## src/rtl/dpram_pkg.sv

```systemverilog
// ----------------------------------------------------------------------------
// dpram_pkg
// Shared constants and types for the dual-port-RAM FIFO controller slice.
//
// Contents:
//   DW, AW, DEPTH : default data width, address width and entry count
//   data_t        : one RAM word
//   addr_t        : one RAM address / FIFO pointer
//   count_t       : occupancy count, one bit wider than an address so that
//                   a completely full FIFO (DEPTH words) is representable
// ----------------------------------------------------------------------------
package dpram_pkg;

    localparam int DW    = 8;
    localparam int AW    = 4;
    localparam int DEPTH = 2 ** AW;

    typedef logic [DW-1:0] data_t;
    typedef logic [AW-1:0] addr_t;
    typedef logic [AW:0]   count_t;

endpackage : dpram_pkg

```

## src/rtl/dpram_fifo_ptr.sv

```systemverilog
// ----------------------------------------------------------------------------
// dpram_fifo_ptr
// Wrapping RAM address pointer. Advances by one on every clock edge where
// 'en' is high; the natural overflow of the PW-bit register gives the
// modulo-DEPTH wrap (DEPTH == 2**PW).
//
// Ports:
//   clk   : clock, rising edge
//   reset : asynchronous, active-low; returns the pointer to 0
//   en    : advance the pointer this cycle
//   ptr   : current pointer value
// ----------------------------------------------------------------------------
module dpram_fifo_ptr
    import dpram_pkg::*;
#(
    parameter int PW = AW
) (
    input  logic          clk,
    input  logic          reset,
    input  logic          en,
    output logic [PW-1:0] ptr
);

    always_ff @(posedge clk or negedge reset) begin
        if (!reset) begin
            ptr <= '0;
        end else if (en) begin
            ptr <= ptr + 1'b1;
        end
    end

endmodule : dpram_fifo_ptr

```

## src/rtl/dpram_fifo_ctrl.sv

```systemverilog
// ----------------------------------------------------------------------------
// dpram_fifo_ctrl
// FIFO controller that masters an external dual-port RAM (no storage inside).
// The write stream is pushed straight into the RAM; words are fetched from
// the RAM one cycle ahead and presented on the read stream directly from the
// RAM's registered read data.
//
// Optional feature (compile-time macro DPRAM_FIFO_CTRL_ERR_EN):
//   adds ovf_err (sticky overflow flag) and err_clr (flag clear) ports.
//
// Ports:
//   clk          : clock, rising edge
//   reset        : asynchronous, active-low
//   s_valid      : write-stream word valid
//   s_ready      : controller can accept a word (low when full or in reset)
//   s_data       : write-stream word
//   m_valid      : read-stream word valid
//   m_ready      : consumer takes the presented word
//   m_data       : read-stream word (= ram_data_out)
//   count        : words held, RAM-resident plus the presented word
//   full, empty  : count == DEPTH / count == 0
//   ram_wr_en    : RAM write strobe
//   ram_wr_addr  : RAM write address
//   ram_data_in  : RAM write data
//   ram_rd_en    : RAM read strobe
//   ram_rd_addr  : RAM read address
//   ram_data_out : RAM registered read data (1-cycle latency, holds otherwise)
//   ovf_err      : [macro] set by a write attempt while full, sticky
//   err_clr      : [macro] clears ovf_err (a new overflow in the same cycle wins)
// ----------------------------------------------------------------------------
module dpram_fifo_ctrl #(
    parameter int DW    = dpram_pkg::DW,
    parameter int AW    = dpram_pkg::AW,
    parameter int DEPTH = dpram_pkg::DEPTH
) (
    input  logic          clk,
    input  logic          reset,
    input  logic          s_valid,
    output logic          s_ready,
    input  logic [DW-1:0] s_data,
    output logic          m_valid,
    input  logic          m_ready,
    output logic [DW-1:0] m_data,
    output logic [AW:0]   count,
    output logic          full,
    output logic          empty,
    output logic          ram_wr_en,
    output logic [AW-1:0] ram_wr_addr,
    output logic [DW-1:0] ram_data_in,
    output logic          ram_rd_en,
    output logic [AW-1:0] ram_rd_addr,
    input  logic [DW-1:0] ram_data_out
`ifdef DPRAM_FIFO_CTRL_ERR_EN
    ,
    output logic          ovf_err,
    input  logic          err_clr
`endif
);

    localparam int CW = AW + 1;

    logic [AW-1:0] wr_ptr;
    logic [AW-1:0] rd_ptr;
    logic [AW:0]   stored;
    logic          push;
    logic          rd_fire;

    // Occupancy seen by the outside world includes the word already fetched
    // and sitting on m_data, so 'full' blocks writes even when the RAM itself
    // still has a free slot behind a stalled output word.
    assign count = stored + {{AW{1'b0}}, m_valid};
    assign full  = (count == CW'(DEPTH));
    assign empty = (count == '0);

    // Writes are refused during reset as well as when full; there is no
    // bypass, so a pop in the same cycle as full does not open the door.
    assign s_ready     = reset && !full;
    assign push        = s_valid && s_ready;
    assign ram_wr_en   = push;
    assign ram_wr_addr = wr_ptr;
    assign ram_data_in = s_data;

    // Fetch the next RAM word whenever the output slot is free or is being
    // emptied this cycle; this keeps one word per cycle flowing with no
    // bubbles while the consumer is ready. A stalled output word blocks the
    // fetch, which keeps ram_data_out (and hence m_data) frozen.
    assign rd_fire     = (stored != '0) && (!m_valid || m_ready);
    assign ram_rd_en   = rd_fire;
    assign ram_rd_addr = rd_ptr;
    assign m_data      = ram_data_out;

    dpram_fifo_ptr #(
        .PW    (AW)
    ) u_wr_ptr (
        .clk   (clk),
        .reset (reset),
        .en    (push),
        .ptr   (wr_ptr)
    );

    dpram_fifo_ptr #(
        .PW    (AW)
    ) u_rd_ptr (
        .clk   (clk),
        .reset (reset),
        .en    (rd_fire),
        .ptr   (rd_ptr)
    );

    // Words written to the RAM but not yet fetched out of it.
    always_ff @(posedge clk or negedge reset) begin
        if (!reset) begin
            stored <= '0;
        end else begin
            case ({push, rd_fire})
                2'b10:   stored <= stored + 1'b1;
                2'b01:   stored <= stored - 1'b1;
                default: stored <= stored;
            endcase
        end
    end

    // The RAM read data arrives one cycle after the fetch, so m_valid is the
    // fetch strobe delayed by one; it falls only when the presented word is
    // taken and nothing new was fetched behind it.
    always_ff @(posedge clk or negedge reset) begin
        if (!reset) begin
            m_valid <= 1'b0;
        end else if (rd_fire) begin
            m_valid <= 1'b1;
        end else if (m_ready) begin
            m_valid <= 1'b0;
        end
    end

`ifdef DPRAM_FIFO_CTRL_ERR_EN
    // Sticky overflow flag: any write attempt while full sets it, and a new
    // overflow takes priority over a clear arriving in the same cycle.
    always_ff @(posedge clk or negedge reset) begin
        if (!reset) begin
            ovf_err <= 1'b0;
        end else if (s_valid && full) begin
            ovf_err <= 1'b1;
        end else if (err_clr) begin
            ovf_err <= 1'b0;
        end
    end
`endif

endmodule : dpram_fifo_ctrl

```

## config.mk

```make
export PLATFORM = sky130hd
export DESIGN_NAME = dpram_fifo_ctrl
export DESIGN_NICKNAME = d
export VERILOG_FILES = /design/src/rtl/dpram_pkg.sv /design/src/rtl/dpram_fifo_ptr.sv /design/src/rtl/dpram_fifo_ctrl.sv
export SDC_FILE = /design/constraint.sdc
export NUM_CORES = 1
export LEC_CHECK = 0
export CAP_MARGIN = 10
export CORE_AREA = 2 2 59 55
export DETAILED_ROUTE_END_ITERATION = 10
export DIE_AREA = 0 0 61 57
export PLACE_DENSITY = 0.72
export SLEW_MARGIN = 20
export SYNTH_ARGS = -nofsm -noshare
export SYNTH_HDL_FRONTEND = slang
export SYNTH_SLANG_ARGS = --single-unit
```

## constraint.sdc

```tcl
create_clock -name clk -period 3.5 [get_ports clk]
set_input_delay 0.525 -clock clk [delete_from_list [all_inputs] [get_ports clk]]
set_output_delay 0.525 -clock clk [all_outputs]
set_load 0.01 [all_outputs]
```

# After elaboration in Yosys (flattened, before gate mapping)
# Index checks and enable logic that the tools add are counted.
# Widths: inputs -> output; s select.
[classes]
eq_ne = 3
n_reduce_logical = 10
muxes = 3
addsub = 5
[op_table]
columns = ["cell", "n"]
rows = [
  ["$pmux 5 s2", 1],
  ["$add 4x1->4 const B", 2],
  ["$add 5x1->5", 1],
  ["$add 5x1->5 const B", 1],
  ["$eq 5x5->1 const B", 1],
  ["$logic_not 5->1", 1],
  ["$reduce_bool 5->1", 1],
  ["$sub 5x1->5 const B", 1],
  ["$reduce_bool 2->1", 2],
  ["$logic_and 1x1->1", 3],
  ["$eq 2x1->1 const B", 1],
  ["$eq 2x2->1 const B", 1],
  ["$logic_not 1->1", 2],
  ["$mux 1", 2],
  ["$logic_or 1x1->1", 1],
]
[totals]
regBits = 14
out_inout_bits = 35
elab_cells = 25
input_bits = 20

# Depth between registers and ports, before layout
[depth]
word_depth = 7
depth_mapped = 15
ltp_nobuf = 15

# Hierarchy
# From an unflattened synthesis, not the netlist that was laid out.
[unflattened]
hier_cells = 96
hier_area_um2 = 994.7
[modules_own_cells]
columns = ["module", "instances", "area_per_inst_um2", "seq_area_each_um2", "cells_per_inst"]
rows = [
  ["dpram_fifo_ctrl", 1, 674.4, 150.1, 74],
  ["dpram_fifo_ptr", 2, 160.2, 100.1, 11],
]

# Worst setup path after synthesis
# Ideal clock, no wire load.
[synth_path]
path_kind = "register to register"
startpoint = "reg m_valid"
endpoint = "reg stored[4]"
path_slack_ns = -0.038
n_path_buf = 0
t_required_ns = 3.377
synth_period_minus_slack_ns = 3.538
path_stages_with_launch = 16
setup_time_ns = 0.123
t_arrival_ns = 3.415
path_cell_list = "dfrtp_1 -> ha_1 -> ha_1 -> xor2_1 -> or3_4 -> nor3b_4 -> nor2_2 -> inv_1 -> ha_1 -> inv_1 -> fa_1 -> nor2b_1 -> o21ai_0 -> nand3_1 -> or3b_2 -> xnor2_1"
[synth_between]
elab_chain_cells = 7
elab_cells_between_ends = 12
classes_between = "1 x add/sub; 3 x eq/ne; 1 x mux; 7 x reduce/logical"
[synth_rtl]
columns = ["element", "line_no", "source"]
rows = [
  ["start, declared", "dpram_fifo_ctrl.sv:41", "output logic m_valid,"],
  ["start signal, assigned", "dpram_fifo_ctrl.sv:128", "m_valid <= 1'b0;"],
  ["start signal, assigned", "dpram_fifo_ctrl.sv:130", "m_valid <= 1'b1;"],
  ["start signal, assigned", "dpram_fifo_ctrl.sv:132", "m_valid <= 1'b0;"],
  ["$add 5x1->5 (*)", "dpram_fifo_ctrl.sv:71", "assign count = stored + {{AW{1'b0}}, m_valid};"],
  ["named net count[2]", "dpram_fifo_ctrl.sv:44", "output logic [AW:0] count,"],
  ["$eq 5x5->1 (*)", "dpram_fifo_ctrl.sv:72", "assign full = (count == CW'(DEPTH));"],
  ["named net full", "dpram_fifo_ctrl.sv:45", "output logic full,"],
  ["$logic_not 1->1 (*)", "dpram_fifo_ctrl.sv:77", "assign s_ready = reset && !full;"],
  ["$logic_and 1x1->1 (*)", "dpram_fifo_ctrl.sv:77", ""],
  ["$logic_and 1x1->1 (*)", "dpram_fifo_ctrl.sv:78", "assign push = s_valid && s_ready;"],
  ["named net ram_wr_en", "dpram_fifo_ctrl.sv:47", "output logic ram_wr_en,"],
  ["$eq 2x1->1 or $eq 2x2->1 (tied branches)", "dpram_fifo_ctrl.sv:115", "case ({push, rd_fire})"],
  ["$pmux 5 s2 or $reduce_bool 2->1 (tied branches)", "--", ""],
  ["end signal, assigned", "dpram_fifo_ctrl.sv:116", "2'b10: stored <= stored + 1'b1;"],
  ["end signal, assigned", "dpram_fifo_ctrl.sv:117", "2'b01: stored <= stored - 1'b1;"],
  ["end signal, assigned", "dpram_fifo_ctrl.sv:118", "default: stored <= stored;"],
  ["end, declared", "dpram_fifo_ctrl.sv:64", "logic [AW:0] stored;"],
]
# Mark *: on every way through the listed nets, which the timed path passes. The rest lies on a longest branch.
# A chain may end at the register's enable or synchronous reset.

# Worst setup path in the final report
[layout_path]
startpoint = "reg m_valid"
endpoint = "reg stored[4]"
[layout_between]
elab_chain_cells = 7
elab_cells_between_ends = 12
classes_between = "1 x add/sub; 3 x eq/ne; 1 x mux; 7 x reduce/logical"
[layout_rtl]
columns = ["element", "line_no"]
rows = [
  ["$add 5x1->5", "dpram_fifo_ctrl.sv:71"],
  ["$eq 5x5->1", "dpram_fifo_ctrl.sv:72"],
  ["$logic_not 1->1", "dpram_fifo_ctrl.sv:77"],
  ["$logic_and 1x1->1", "dpram_fifo_ctrl.sv:77"],
  ["$logic_and 1x1->1", "dpram_fifo_ctrl.sv:78"],
  ["$eq 2x1->1 or $eq 2x2->1 (tied branches)", "dpram_fifo_ctrl.sv:115"],
  ["$pmux 5 s2 or $reduce_bool 2->1 (tied branches)", "--"],
]
# Parallel ways exist; a longest one is shown, timed or not.

==> out/qor.csv <==
stage,metric,value,unit
sta,"Slew Viols, Final",0,
setup_path,CP max-delay cell,or3b_2,
power,Max VDD drop,0.245,mV
setup_path,crit-path leading delay family,simple AND/OR/NAND/NOR gates,
logic_synthesis,most frequent cell after synthesis,buf_4,
global_routing,largest net degree at the start of global routing,16,
setup_path,Startpoint Class,register,
logic_synthesis,Synthesized Nets,120,
route,WL final,1.79,mm
setup_path,CP required,3.67,ns
logic_synthesis,Cells after Synth,91,
flow_run,number of max-cap violations,0,
setup_path,crit end category,register,
setup_path,r2r setup slk,0.16,ns
sta,Worst Hold Margin,0.467,ns
cts,post-CTS sizing,0,
cts,hold_buf cts,0,
power,final total power,1.18,mW
route,DR pass1 iterations,2,
sta,fin crit share,95.3,%
logic_synthesis,Post-synth top cells,"16 x buf_4, 14 x dfrtp_1, 8 x ha_1",
route,wire per inst,12.2,um
final_layout,Synth-to-Final Area Change,26.0,%
sta,final setup vio count,0,
final_layout,Nets,135,
setup_path,reg-to-reg critical path startpoint,m_valid,
global_routing,first-pass GRT wire length,2.77,mm
final_layout,share of cells above drive strength 1,17.1,%
power,Lkg Pwr,0.518,nW
cts,Skew-Pair Late Insertion Delay,0.28,ns
final_layout,Reg area,350,um2
route,DRC Markers,0,
cts,level count of the clock H-tree,1,
cts,Worst-path clk slew,0.08,ns
cts,CTS sink cnt,14,
sta,RSZ-0062 raised after global routing,no,
route,vias,664,
sta,Worst Skew,0.000858,ns
place,Port Buffer Count,22,
logic_synthesis,Synth area leaders,"dfrtp_1 37%, buf_4 13%, ha_1 11%",
logic_synthesis,Most used DFF post-synth,dfrtp_1,
setup_path,critical path depth,15,
die,site row count,19,
final_layout,Layout fillers,287,
final_layout,Multi-input gate area,464,um2
route,vias per cell,4.52,
cts,Root Buffer,clkbuf_4,
place,gpl congestion,0.775,
place,DPL Wire Length,1.46,mm
setup_path,critical path's largest stage delay,0.46,ns
sta,achievable clock frequency,0.300,GHz
logic_synthesis,area share of the largest cell type after synthesis,37.2,%
outcome,status,"finished, final reports clean",
setup_path,beginning of the critical path,m_valid,
logic_synthesis,Post-synth EDFFs,0,
logic_synthesis,Post-Syn Area,942,um2
global_routing,initial antenna violation count,0,
setup_path,CP most frequent cell,inv_1,
hold_path,worst hold path type,register to register,
route,starting DRC count in detailed routing,4,
global_routing,vias in the first global route,682,
logic_synthesis,Ys Warns,0,
sta,final hold viol count,0,
setup_path,critical-path maximum fanout,4,
logic_synthesis,synthesized area per cell,10.4,um2
logic_synthesis,Seq cells post-synth,14,
sta,max_slew headroom,74.5,%
final_layout,diodes inserted,0,
route,Antenna Nets Post-Route,0,
logic_synthesis,Yosys top cell by area,dfrtp_1,
sta,Setup TNS Final,0,ns
die,Die X,61,um
power,Pwr Density,996,mW/mm2
die,Die Area,0.00348,mm2
logic_synthesis,post-synthesis cell type count,27,
logic_synthesis,register area share after synthesis,37.2,%
final_layout,final design utilization,40.6,%
cts,Post-CTS Setup Inserts,0,
global_routing,grt total ovfl,0,
global_routing,GR Util All Layers,10.5,%
cts,Clock Tree Buf Depth,2,
die,initial core utilization,32.2,%
setup_path,Reg2Reg Depth,15,
setup_path,Setup CP Type,register to register,
sta,Period minus WS final,3.34,ns
die,I/O pin count,55,
setup_path,crit path cell chain,ha_2 > ha_1 > xor2_1 > or3_4 > nor3b_4 > nor2_4 > inv_1 > ha_4 > inv_1 > fa_2 > nor2b_1 > o21ai_0 > nand3_1 > or3b_2 > xnor2_1,
die,Core ar.,0.00292,mm2
cts,TritonCTS Buffers,3,
setup_path,Critical Path Sink,stored[4],
cts,CTS tree,yes,
sta,worst slew pin tran,0.380,ns
die,Die H,57,um
logic_synthesis,ys async rst share,100,%
setup_path,CP bufs+invs,2,
setup_path,worst r2r dst,stored[4],
setup_path,critical path arrival,3.51,ns
[worst min-delay path by stage]
stage                                from              end  slack [ns]  cells past startpoint
after global placement    u_wr_ptr.ptr[3]  u_wr_ptr.ptr[3]        0.46                      1
after floorplan                     reset          m_valid        0.23                      0
after CTS                 u_wr_ptr.ptr[3]  u_wr_ptr.ptr[3]        0.47                      1
after global routing      u_wr_ptr.ptr[3]  u_wr_ptr.ptr[3]        0.49                      1
final                     u_wr_ptr.ptr[3]  u_wr_ptr.ptr[3]        0.47                      1
after detailed placement  u_wr_ptr.ptr[3]  u_wr_ptr.ptr[3]        0.46                      1
[routing by layer]
metal | share of wire (%) | GRT usage, % | vias to the layer above
li1 | - | - | 314
met1 | 39 | 10.5 | 311
met2 | 49 | 18.9 | 29
met3 | 8.3 | 2.27 | 10
met4 | 4.0 | 7.14 | 0
met5 | 0 | 0 | -
[cells in the final DEF (no fill, tap or decap), types with 2 or more instances in the layout]
master	count
ha_1	6
nand3_1	4
nand2_1	4
xor2_1	7
dfrtp_1	14
a21oi_1	3
buf_4	5
xnor2_1	6
clkdlybuf4s50_1	22
nor3_1	2
inv_1	7
o21ai_0	4
clkbuf_4	3
[registers in the layout, indices dropped and copies added (netlist names)]
signal / count
u_rd_ptr.ptr: 4
m_valid: 1
stored: 5
u_wr_ptr.ptr: 4
[stage by stage]
step | instance area [um2] | cells | setup WS [ns]
after floorplan | 952 | 91 | 0.00381
after global placement | 1140 | 143 | 0.141
after detailed placement | 1140 | 143 | 0.0608
after CTS | 1170 | 147 | 0.0375
after global routing | 1190 | 147 | 0.0120
final | 1190 | 147 | 0.164
[kinds of logic after synthesis]
family	Yosys count	share of synthesized area [%]
DFF	14	37.2
AOI/OAI and AO/OA	8	4.52
xor gates and xnor gates	13	12.1
buffers and inverters	24	15.9
adders and majority gates	9	12.7
and+or+nand+nor	20	13.7
muxes	3	3.85
[power breakdown]
group / leakage (nW) / switching, mW / internal [mW]
clock network: 0.0210 / 0.0523 / 0.0634
registers: 0.162 / 0.0904 / 0.245
logic: 0.335 / 0.312 / 0.421
[cell type report]
cell class              instances  area share (%)
well taps                      42            4.43
multi-input cells              53            39.1
repair buffers                 27            21.7
inverters                       7            2.21
flip-flops and latches         14            29.5
clock buffers                   4            3.06
No activity file was read; power rests on OpenSTA's default activity.
